$ cat config.mk
export PLATFORM = sky130hd
export DESIGN_NAME = cpu_run_monitor
export DESIGN_NICKNAME = d
export VERILOG_FILES = /design/src/rtl/cpu_mon_pkg.sv /design/src/rtl/cpu_trace_buf.sv /design/src/rtl/cpu_run_monitor.sv
export SDC_FILE = /design/constraint.sdc
export NUM_CORES = 1
export LEC_CHECK = 0
export CAP_MARGIN = 5
export CORE_MARGIN = 5
export CORE_UTILIZATION = 45
export DETAILED_ROUTE_END_ITERATION = 16
export PLACE_DENSITY = 0.79
export SYNTH_ARGS = -nofsm -noshare
export SYNTH_HDL_FRONTEND = slang
export SYNTH_SLANG_ARGS = --single-unit
$ cat constraint.sdc
create_clock -name clk -period 6.7 [get_ports clk]
set_input_delay 0.67 -clock clk [delete_from_list [all_inputs] [get_ports clk]]
set_output_delay 0.67 -clock clk [all_outputs]
set_load 0.01 [all_outputs]
$ cat src/rtl/cpu_mon_pkg.sv
// Shared types and defaults for the CPU run-control monitor.
package cpu_mon_pkg;

  localparam int DEF_ADDR_WIDTH = 32;
  localparam int DEF_CNT_WIDTH  = 32;

  localparam logic [31:0] SYSCALL_INSTR = 32'h0000_000C;

  localparam logic [1:0] ST_HOLD_ENC    = 2'd0;
  localparam logic [1:0] ST_RUN_ENC     = 2'd1;
  localparam logic [1:0] ST_HALTED_ENC  = 2'd2;
  localparam logic [1:0] ST_TIMEOUT_ENC = 2'd3;

  typedef enum logic [1:0] {
    ST_HOLD    = ST_HOLD_ENC,
    ST_RUN     = ST_RUN_ENC,
    ST_HALTED  = ST_HALTED_ENC,
    ST_TIMEOUT = ST_TIMEOUT_ENC
  } state_t;

endpackage

$ cat src/rtl/cpu_trace_buf.sv
// Circular PC trace buffer; index 0 reads the most recently written entry.
module cpu_trace_buf
  import cpu_mon_pkg::*;
#(
  parameter int ADDR_WIDTH  = DEF_ADDR_WIDTH,
  parameter int TRACE_DEPTH = 8,
  localparam int IDX_W      = $clog2(TRACE_DEPTH)
) (
  input  logic                  clk,
  input  logic                  reset,
  input  logic                  wr_en,
  input  logic [ADDR_WIDTH-1:0] wr_data,
  input  logic                  clr,
  input  logic [IDX_W-1:0]      rd_idx,
  output logic [ADDR_WIDTH-1:0] rd_data,
  output logic                  rd_valid
);

  logic [ADDR_WIDTH-1:0]  mem [TRACE_DEPTH];
  logic [TRACE_DEPTH-1:0] vld;
  logic [IDX_W-1:0]       wptr;
  logic [IDX_W-1:0]       rd_addr;

  assign rd_addr  = wptr - IDX_W'(1) - rd_idx;
  assign rd_valid = vld[rd_addr];
  // Invalid entries read as zero so the output never exposes unwritten storage.
  assign rd_data  = vld[rd_addr] ? mem[rd_addr] : '0;

  always_ff @(posedge clk or posedge reset) begin
    if (reset) begin
      vld  <= '0;
      wptr <= '0;
    end else if (clr) begin
      vld  <= '0;
      wptr <= '0;
    end else if (wr_en) begin
      vld[wptr] <= 1'b1;
      wptr      <= wptr + IDX_W'(1);
    end
  end

  always_ff @(posedge clk) begin
    if (wr_en && !clr) mem[wptr] <= wr_data;
  end

endmodule

$ cat src/rtl/cpu_run_monitor.sv
// Run-control monitor: CPU reset pulse, cycle count, halt/timeout detection, PC trace.
// Optional trace storage is built only when CPU_MON_TRACE_EN is defined.
module cpu_run_monitor
  import cpu_mon_pkg::*;
#(
  parameter int          ADDR_WIDTH      = DEF_ADDR_WIDTH,
  parameter int          CNT_WIDTH       = DEF_CNT_WIDTH,
  parameter int          RESET_CYCLES    = 2,
  parameter int          TIMEOUT_CYCLES  = 100,
  parameter int          SELF_LOOP_COUNT = 2,
  parameter int          TRACE_DEPTH     = 8,
  parameter logic [31:0] SYSCALL_WORD    = SYSCALL_INSTR,
  localparam int         IDX_W           = $clog2(TRACE_DEPTH)
) (
  input  logic                  clk,
  input  logic                  reset,
  input  logic [ADDR_WIDTH-1:0] pc,
  input  logic [31:0]           instr,
  input  logic                  restart,
  output logic                  cpu_reset,
  output logic                  running,
  output logic                  halted,
  output logic                  timeout,
  output logic [ADDR_WIDTH-1:0] halt_pc,
  output logic [CNT_WIDTH-1:0]  cycle_count,
  input  logic [IDX_W-1:0]      trace_idx,
  output logic [ADDR_WIDTH-1:0] trace_pc,
  output logic                  trace_valid
);

  localparam int HOLD_W  = $clog2(RESET_CYCLES + 1);
  localparam int STALL_W = $clog2(SELF_LOOP_COUNT + 1);
  localparam logic [HOLD_W-1:0]    HOLD_LAST    = HOLD_W'(RESET_CYCLES - 1);
  localparam logic [STALL_W-1:0]   STALL_LAST   = STALL_W'(SELF_LOOP_COUNT - 1);
  localparam logic [CNT_WIDTH-1:0] TIMEOUT_LAST = CNT_WIDTH'(TIMEOUT_CYCLES - 1);

  state_t                state;
  logic [HOLD_W-1:0]     hold_cnt;
  logic [STALL_W-1:0]    stall_cnt;
  logic                  prev_vld;
  logic [ADDR_WIDTH-1:0] prev_pc;

  logic in_run;
  logic do_restart;
  logic syscall_hit;
  logic pc_same;
  logic loop_hit;
  logic halt_hit;
  logic timeout_hit;

  assign in_run      = (state == ST_RUN);
  assign do_restart  = restart && (state != ST_HOLD);
  assign syscall_hit = (instr == SYSCALL_WORD);
  assign pc_same     = prev_vld && (pc == prev_pc);
  // This cycle's repeat is the SELF_LOOP_COUNT-th consecutive one.
  assign loop_hit    = pc_same && (stall_cnt == STALL_LAST);
  assign halt_hit    = syscall_hit || loop_hit;
  assign timeout_hit = (TIMEOUT_CYCLES != 0) && (cycle_count == TIMEOUT_LAST);

  always_ff @(posedge clk or posedge reset) begin
    if (reset) begin
      state       <= ST_HOLD;
      hold_cnt    <= '0;
      stall_cnt   <= '0;
      prev_vld    <= 1'b0;
      cycle_count <= '0;
      halt_pc     <= '0;
    end else if (do_restart) begin
      state       <= ST_HOLD;
      hold_cnt    <= '0;
      stall_cnt   <= '0;
      prev_vld    <= 1'b0;
      cycle_count <= '0;
      halt_pc     <= '0;
    end else begin
      case (state)
        ST_HOLD: begin
          if (hold_cnt == HOLD_LAST) begin
            state    <= ST_RUN;
            hold_cnt <= '0;
          end else begin
            hold_cnt <= hold_cnt + HOLD_W'(1);
          end
        end
        ST_RUN: begin
          if (cycle_count != '1) cycle_count <= cycle_count + CNT_WIDTH'(1);
          prev_vld  <= 1'b1;
          stall_cnt <= pc_same ? stall_cnt + STALL_W'(1) : '0;
          if (halt_hit) begin
            state   <= ST_HALTED;
            halt_pc <= pc;
          end else if (timeout_hit) begin
            state   <= ST_TIMEOUT;
            halt_pc <= pc;
          end
        end
        default: ;
      endcase
    end
  end

  always_ff @(posedge clk) begin
    if (in_run) prev_pc <= pc;
  end

  assign cpu_reset = (state == ST_HOLD);
  assign running   = in_run;
  assign halted    = (state == ST_HALTED);
  assign timeout   = (state == ST_TIMEOUT);

`ifdef CPU_MON_TRACE_EN
  cpu_trace_buf #(
    .ADDR_WIDTH  (ADDR_WIDTH),
    .TRACE_DEPTH (TRACE_DEPTH)
  ) u_trace (
    .clk      (clk),
    .reset    (reset),
    .wr_en    (in_run && !do_restart),
    .wr_data  (pc),
    .clr      (do_restart),
    .rd_idx   (trace_idx),
    .rd_data  (trace_pc),
    .rd_valid (trace_valid)
  );
`else
  logic unused_trace_idx;
  assign unused_trace_idx = ^trace_idx;
  assign trace_pc         = '0;
  assign trace_valid      = 1'b0;
`endif

endmodule

### Word level (Yosys, flattened, before mapping)

Cells that the tools add are included.

* input port bits: 70
* word-level logic and storage cells: 55
* register bits after elaboration: 103

* reductions and logical operators: 14
* muxes and demuxes: 20
* eq/ne operators: 11
* add/subtract/negate cells: 3

Operators with widths (number)
* $mux W32: 7
* $add A32 B1 Y32 const B: 1
* $eq A32 B32 Y1: 1
* $eq A32 B4 Y1 const B: 1
* $eq A32 B7 Y1 const B: 1
* $ne A32 B32 Y1 const B: 1
* $mux W2: 10
* $reduce_bool A2 Y1: 4
* $eq A2 B1 Y1 const B: 3
* $reduce_bool A3 Y1: 2
* $add A2 B1 Y2 const B: 2
* $eq A2 B2 Y1 const B: 2
* $ne A4 B1 Y1 const B: 1
* $pmux W2 S2: 1
* $reduce_and A2 Y1: 2
* $logic_and A1 B1 Y1: 3
* $ne A3 B1 Y1 const B: 1
* $reduce_and A3 Y1: 1
* $logic_not A2 Y1: 1
* $mux W1: 2
* $logic_or A1 B1 Y1: 1

### Depth between registers and ports, before layout

Gate-level depths: netlist of run 1.

* word-level depth: 7
* depth in mapped cells: 10
* depth with buffers taken out: 7

### Worst setup path after synthesis of run 1

OpenSTA, ideal clock, no wires.

* path kind: register to register
* from: reg state[1]
* to: reg halt_pc[0]
* library setup time: 0.065 ns
* path buffers: 2
* stages on the path, launching flop included: 6
* arrival time: 2.877 ns
* setup slack: 3.757 ns
* path through: dfrtp_1 > buf_4 > nor2b_1 > o211a_4 > buf_6 > a22o_1

RTL lines
* start: declaration: line cpu_run_monitor.sv:37 `state_t state;`
* start signal: assignment: line cpu_run_monitor.sv:62 `state <= ST_HOLD;`
* start signal: assignment: line cpu_run_monitor.sv:69 `state <= ST_HOLD;`
* start signal: assignment: line cpu_run_monitor.sv:79 `state <= ST_RUN;`
* $eq A2 B1 Y1
* via running: line cpu_run_monitor.sv:21 `output logic running,`
* $reduce_bool A2 Y1 (no source line)
* $reduce_and A2 Y1 (no source line)
* end signal: assignment: line cpu_run_monitor.sv:91 `halt_pc <= pc;`
* end signal: assignment: line cpu_run_monitor.sv:94 `halt_pc <= pc;`
* end: declaration: line cpu_run_monitor.sv:24 `output logic [ADDR_WIDTH-1:0] halt_pc,`

The timed path passes the listed nets, and every way through them passes these cells.
A chain may end at the register's enable or synchronous reset.

### Worst setup path in the final report of run 1

* from: in restart
* to: reg cycle_count[12]

* longest elaborated chain between the ends: 3

Ends and longest elaborated chain
* start: declaration: line cpu_run_monitor.sv:19 `input logic restart,`
* $logic_and A1 B1 Y1 *: line cpu_run_monitor.sv:52 `assign do_restart = restart && (state != ST_HOLD);`
* $reduce_bool A2 Y1 (no source line)
* $reduce_and A2 Y1 (no source line)
* end signal: assignment: line cpu_run_monitor.sv:86 `if (cycle_count != '1) cycle_count <= cycle_count + CNT_WIDTH'(1);`
* end: declaration: line cpu_run_monitor.sv:25 `output logic [CNT_WIDTH-1:0] cycle_count,`

Mark *: on every way between the ends. The rest lies on a longest branch, timed or not.

==> results of run 1 <==
[logic make-up after synthesis]
group	Yosys count	synth area share, %
AND/OR/NAND/NOR	164	18.17
flip-flops	103	53.22
other	1	0.07290
multiplexers	3	0.6324
buffers and inverters	55	7.614
AO/OA/AOI/OAI	79	11.46
XOR/XNOR	49	8.343
adder cells (fa/ha/maj)	2	0.4864
[state kept, by name (all words and copies together) (netlist names)]
signal / flops
hold_cnt: 2
prev_vld: 1
stall_cnt: 2
halt_pc: 32
cycle_count: 32
state: 2
prev_pc: 32
[worst max-delay path, stage by stage]
cell and delay [ns]:
clkdlybuf4s50_1 0.57, o21ai_1 0.51, nand2_1 0.19, nor3_1 0.27, and2_1 0.75, o31ai_1 0.23, a21oi_1 0.16
[worst max-delay path by stage]
stage	startpoint	end	slack [ns]
final	restart	cycle_count[12]	3.62
after global routing	restart	cycle_count[5]	3.45
after CTS	restart	cycle_count[12]	3.66
after detailed placement	restart	cycle_count[5]	3.32
after global placement	pc[27]	halt_pc[20]	3.41
after floorplan	state[1]	halt_pc[0]	3.76
[metal layers]
metal / up-vias / wire (um) / GRT usage, %
met5: - / 0 / 0
met4: 0 / 244 / 6.575
met3: 23 / 954 / 3.548
met2: 192 / 6506 / 32.69
met1: 2001 / 5493 / 26.44
li1: 1902 / - / -
[power by group]
group          internal (mW)  switching [mW]
clock network          0.257           0.240
registers              0.744          0.0489
logic                  0.140           0.207
[cells in the mapped netlist, drive strengths merged, types with 3 or more instances]
library cell   n
buf           46
o21ai         11
nor2b          3
and2           6
xnor2         43
edfxtp        32
nor2          28
clkbuf         5
a22o          32
xor2           6
nor4b          4
nand3         15
inv            4
and3           3
dfrtp         71
nor4          18
nor3           7
and4           7
or3            7
nand4         24
o31ai          4
or4            9
o211ai         4
nand2         29
a21oi         17
[area by class of cell]
cell class              count  area share, %
multi-input cells         330          31.91
repair buffers            139          20.46
well taps                 143          2.655
clock inverters             6         0.7982
flip-flops and latches    103          40.62
inverters                   4         0.2228
clock buffers               9          3.341
[stage by stage]
| stage | setup WS, ns | hold WS, ns | power, mW | cell area (sq um) |
|---|---|---|---|---|
| after floorplan | 3.757 | 0.4152 | 1.019 | 5264 |
| after global placement | 3.410 | 0.4235 | 1.137 | 6461 |
| after detailed placement | 3.318 | 0.4433 | 1.152 | 6461 |
| after CTS | 3.656 | 0.4609 | 1.649 | 6740 |
| after global routing | 3.454 | 0.4965 | 1.716 | 6740 |
| final | 3.622 | 0.4592 | 1.637 | 6740 |
==> summary.txt, run 1 <==
final worst-path cycle share - 45.94%
Core Rows - 39
filler instances - 904
Synth async-reset ratio - 68.93%
R2R setup slack - 3.80 ns
area occupied by multi-input gates - 2151 sq um
Starting Density - 45.44%
sequential area share after synthesis - 53.22%
final slew viol count - 0
hold path cells - 1
WL/cell - 17.98 um
hold path endpoint - state[0]
peak supply drop - 0.0001471 V
die width - 116.9 um
clk slew on worst S/H paths - 0.08 ns
layout cells sized above 1 - 5.245%
htree depth - 3
Iter 0 DRT Violations - 326
Synth Warn # - 0
placer congestion estimate - 0.8693
CTS tree - yes
DP Cell Count - 719
Setup crit end kind - register
Core Region - 11,320 sq um
Startpoint Class - input pin
first-pass GRT wire length - 21.09 mm
CP arrival - 3.35 ns
worst-case reg-to-reg path depth - 6
Clock Path Buffers - 2
Top Ports - 171
initial antenna violation count - 0
P per Cell Area - 242.9 nW/um^2
vias - 4,118
Final Util - 59.54%
routed wire length - 13.20 mm
FF/Latch Area - 2738 sq um
Num CTS Buffers - 9
CP max FO - 26
ANT nets after route - 0
Layout Skew - 0.006920 ns
Skew-Pair Late Insertion Delay - 0.34 ns
number of global-route vias before repair - 4,067
GRT Overall Usage - 19.76%
Finished Layout Cells - 734
Worst R2R Start - cycle_count[4]
Syn Inst Count - 456
DP HPWL - 9.661 mm
status - finished clean
DR vias/cell - 5.610
Mapped Area - 5144 sq um
Root Driver - clkbuf_16
final setup fails - 0
Hold WC Path Type - register to register
syn_area_per_cell - 11.28 sq um
TritonCTS Sinks - 103
Die ar. - 13,670 sq um
maximum clock frequency - 0.3249 GHz
hold bufs inserted after CTS - 0
top post-synthesis cells by area - dfrtp_1 (35%), edfxtp_1 (19%), xnor2_1 (7.3%)
first-pass detailed-route iteration total - 5
Setup Buffers After CTS - 0
maximum number of pins on one net before global-route repair - 72
commonest non-fill, non-tap cell in the layout - clkdlybuf4s50_1
port bufs - 134
Max Cap Violations - 0
Overflow after GRT - 0
CTS resizes - 0
area grow syn2layout - 31.04%
post-layout min period - 3.078 ns
synthesis-stage register bit count - 103
most frequent cells in the layout - clkdlybuf4s50_1 (134), dfrtp_1 (71), xnor2_1 (43)
LEAKAGE - 2.636 nW
post-synth top area share - 34.54%
die height - 116.9 um
Slew HR - 22.29%
Critical R2R Capture - cycle_count[12]
Hold Vio Cnt, Final - 0
nets - 659
WP data required - 6.97 ns
RSZ-0062 raised after global routing - false
Post-synth EDFFs - 32
# diodes - 0
setup TNS - 0 ns
DRC - 0
Setup CP Type - input pin to register
Top FF cell, synth - dfrtp_1
Yosys top cell by area - dfrtp_1
synth unique cells - 50
Hold Startpoint - hold_cnt[1]
Slew @ Worst Pin - 1.161 ns
(Power assumes the default switching activity.)
==> run 2: changes to the inputs <==
clock period = 3 ns   (was 6.7 ns; I/O delays follow)
==> run 2 against run 1 <==
Setup slack worse by 3.2 ns. Die area stayed put. Clock power is 130% higher. Worst hold slack worse by 0.33 ns. Non-clock buffer count is 8 higher. Critical path depth stayed put. Flip-flop and latch count stayed put. First-iteration DRC count is 10% lower. Cell count is 1.2% higher. Sequential share of layout area is 0.56 points lower. Largest cell class unchanged. Largest power group unchanged. Highest routed layer unchanged.
==> summary.txt, run 2 (same netlist as run 1, synthesis figures left out) <==
status - finished clean
WL/cell - 17.84 um
TritonCTS Sinks - 103
met2 WL - 6.573 mm
ANT nets after route - 0
CP max FO - 32
Top Ports - 171
routed wl met3 - 1.090 mm
Skew-Pair Late Insertion Delay - 0.34 ns
Core Rows - 39
first-pass GRT wire length - 21.31 mm
first-pass detailed-route iteration total - 4
RSZ-0062 raised after global routing - false
filler instances - 927
LEAKAGE - 2.694 nW
Starting Density - 45.44%
Root Driver - clkbuf_16
CP arrival - 2.83 ns
hold bufs inserted after CTS - 0
vias - 4,135
Layout Skew - 0.008770 ns
CTS tree - yes
Slew HR - 59.21%
Setup crit end kind - register
DRC - 0
commonest non-fill, non-tap cell in the layout - clkdlybuf4s50_1
Clock Path Buffers - 2
Final Util - 60.37%
Hold WC Path Type - input pin to asynchronous set/reset pin
Max Cap Violations - 0
Die ar. - 13,670 sq um
CP Cell Sequence - clkdlybuf4s50_1 -> xnor2_1 -> nand4_1 -> or4b_1 -> nor4_4 -> o211a_4 -> a22o_1
most frequent cells in the layout - clkdlybuf4s50_1 (134), dfrtp_1 (71), xnor2_1 (43)
maximum clock frequency - 0.3905 GHz
final worst-path cycle share - 85.35%
Core Region - 11,320 sq um
htree depth - 3
Num CTS Buffers - 9
Overflow after GRT - 0
Crit-path slowest cell - or4b_1
Top Metal Used - met4
clk slew on worst S/H paths - 0.08 ns
final setup fails - 0
peak supply drop - 0.0003446 V
die width - 116.9 um
maximum number of pins on one net before global-route repair - 71
Slew @ Worst Pin - 0.6095 ns
final slew viol count - 0
WP data required - 3.27 ns
Metal-1 WL - 5.485 mm
nets - 667
slowest stage delay, CP - 0.61 ns
area grow syn2layout - 32.86%
# diodes - 0
Hold Vio Cnt, Final - 0
P per Cell Area - 541.0 nW/um^2
post-layout min period - 2.561 ns
number of global-route vias before repair - 4,218
Iter 0 DRT Violations - 293
initial antenna violation count - 0
CTS resizes - 0
setup TNS - 0 ns
die height - 116.9 um
Startpoint Class - input pin
DR vias/cell - 5.565
Setup CP Type - input pin to register
GRT Overall Usage - 19.69%
layout cells sized above 1 - 6.667%
placer congestion estimate - 0.8800
routed wire length - 13.25 mm
DP HPWL - 9.912 mm
Regs by FF count - cycle_count (32), halt_pc (32), prev_pc (32)
port bufs - 134
Setup Buffers After CTS - 0
[run 2: layout make-up]
cell class	count	area [sq um]	share of cell area (%)
sequential	103	2738	40.06
multi-input combinational	330	2151	31.47
timing repair buffer	147	1464	21.42
clock buffer	9	225.2	3.295
tap	143	178.9	2.618
clock inverter	7	62.56	0.9154
inverter	4	15.01	0.2197
[run 2: path summary, 6_finish.rpt]
kind / from / endpoint / slack (ns) / cells past startpoint
setup / recovery: pc[24] / halt_pc[8] / 0.44 / 7
hold / removal: reset / halt_pc[6] / 0.13 / 2
setup reg to reg: prev_pc[7] / halt_pc[8] / 0.48 / 6
hold reg to reg: hold_cnt[1] / state[0] / 0.45 / 1
max in group asynchronous: reset / state[1] / 2.32 / 3
min in group clk: hold_cnt[1] / state[0] / 0.45 / 1
[run 2: per-stage QoR]
step           total power, mW  setup WS (ns)  hold slack (ns)  area (sq um)  cells
3_5_place_dp             2.600        0.07774           0.4306          6546    727
3_3_place_gp             2.571         0.1363           0.4248          6546    727
5_1_grt                  3.880         0.2783           0.1289          6834    743
6_report                 3.697         0.4394           0.1310          6834    743
2_1_floorplan            2.276        0.05723           0.3989          5264    488
4_1_cts                  3.719         0.4193           0.1236          6834    743
[run 2: metal layers]
layer	global-route usage, %	vias to the layer above
li1	-	1914
met2	34.13	193
met3	4.524	10
met4	4.205	0
met1	25.35	2018
met5	0	-
[run 2: worst max-delay path: cells and delay by family]
kind                      cells  cell delay (ns)
and+or+nand+nor               3             1.11
AOI/OAI and AO/OA             2             0.67
buffers and inverters         1             0.47
xor gates and xnor gates      1             0.28
[run 2: power by group]
part | total (mW) | switching, mW | leakage (nW) | internal (mW)
logic | 0.805 | 0.469 | 1.26 | 0.336
registers | 1.77 | 0.108 | 1.29 | 1.66
clock network | 1.12 | 0.541 | 0.144 | 0.583
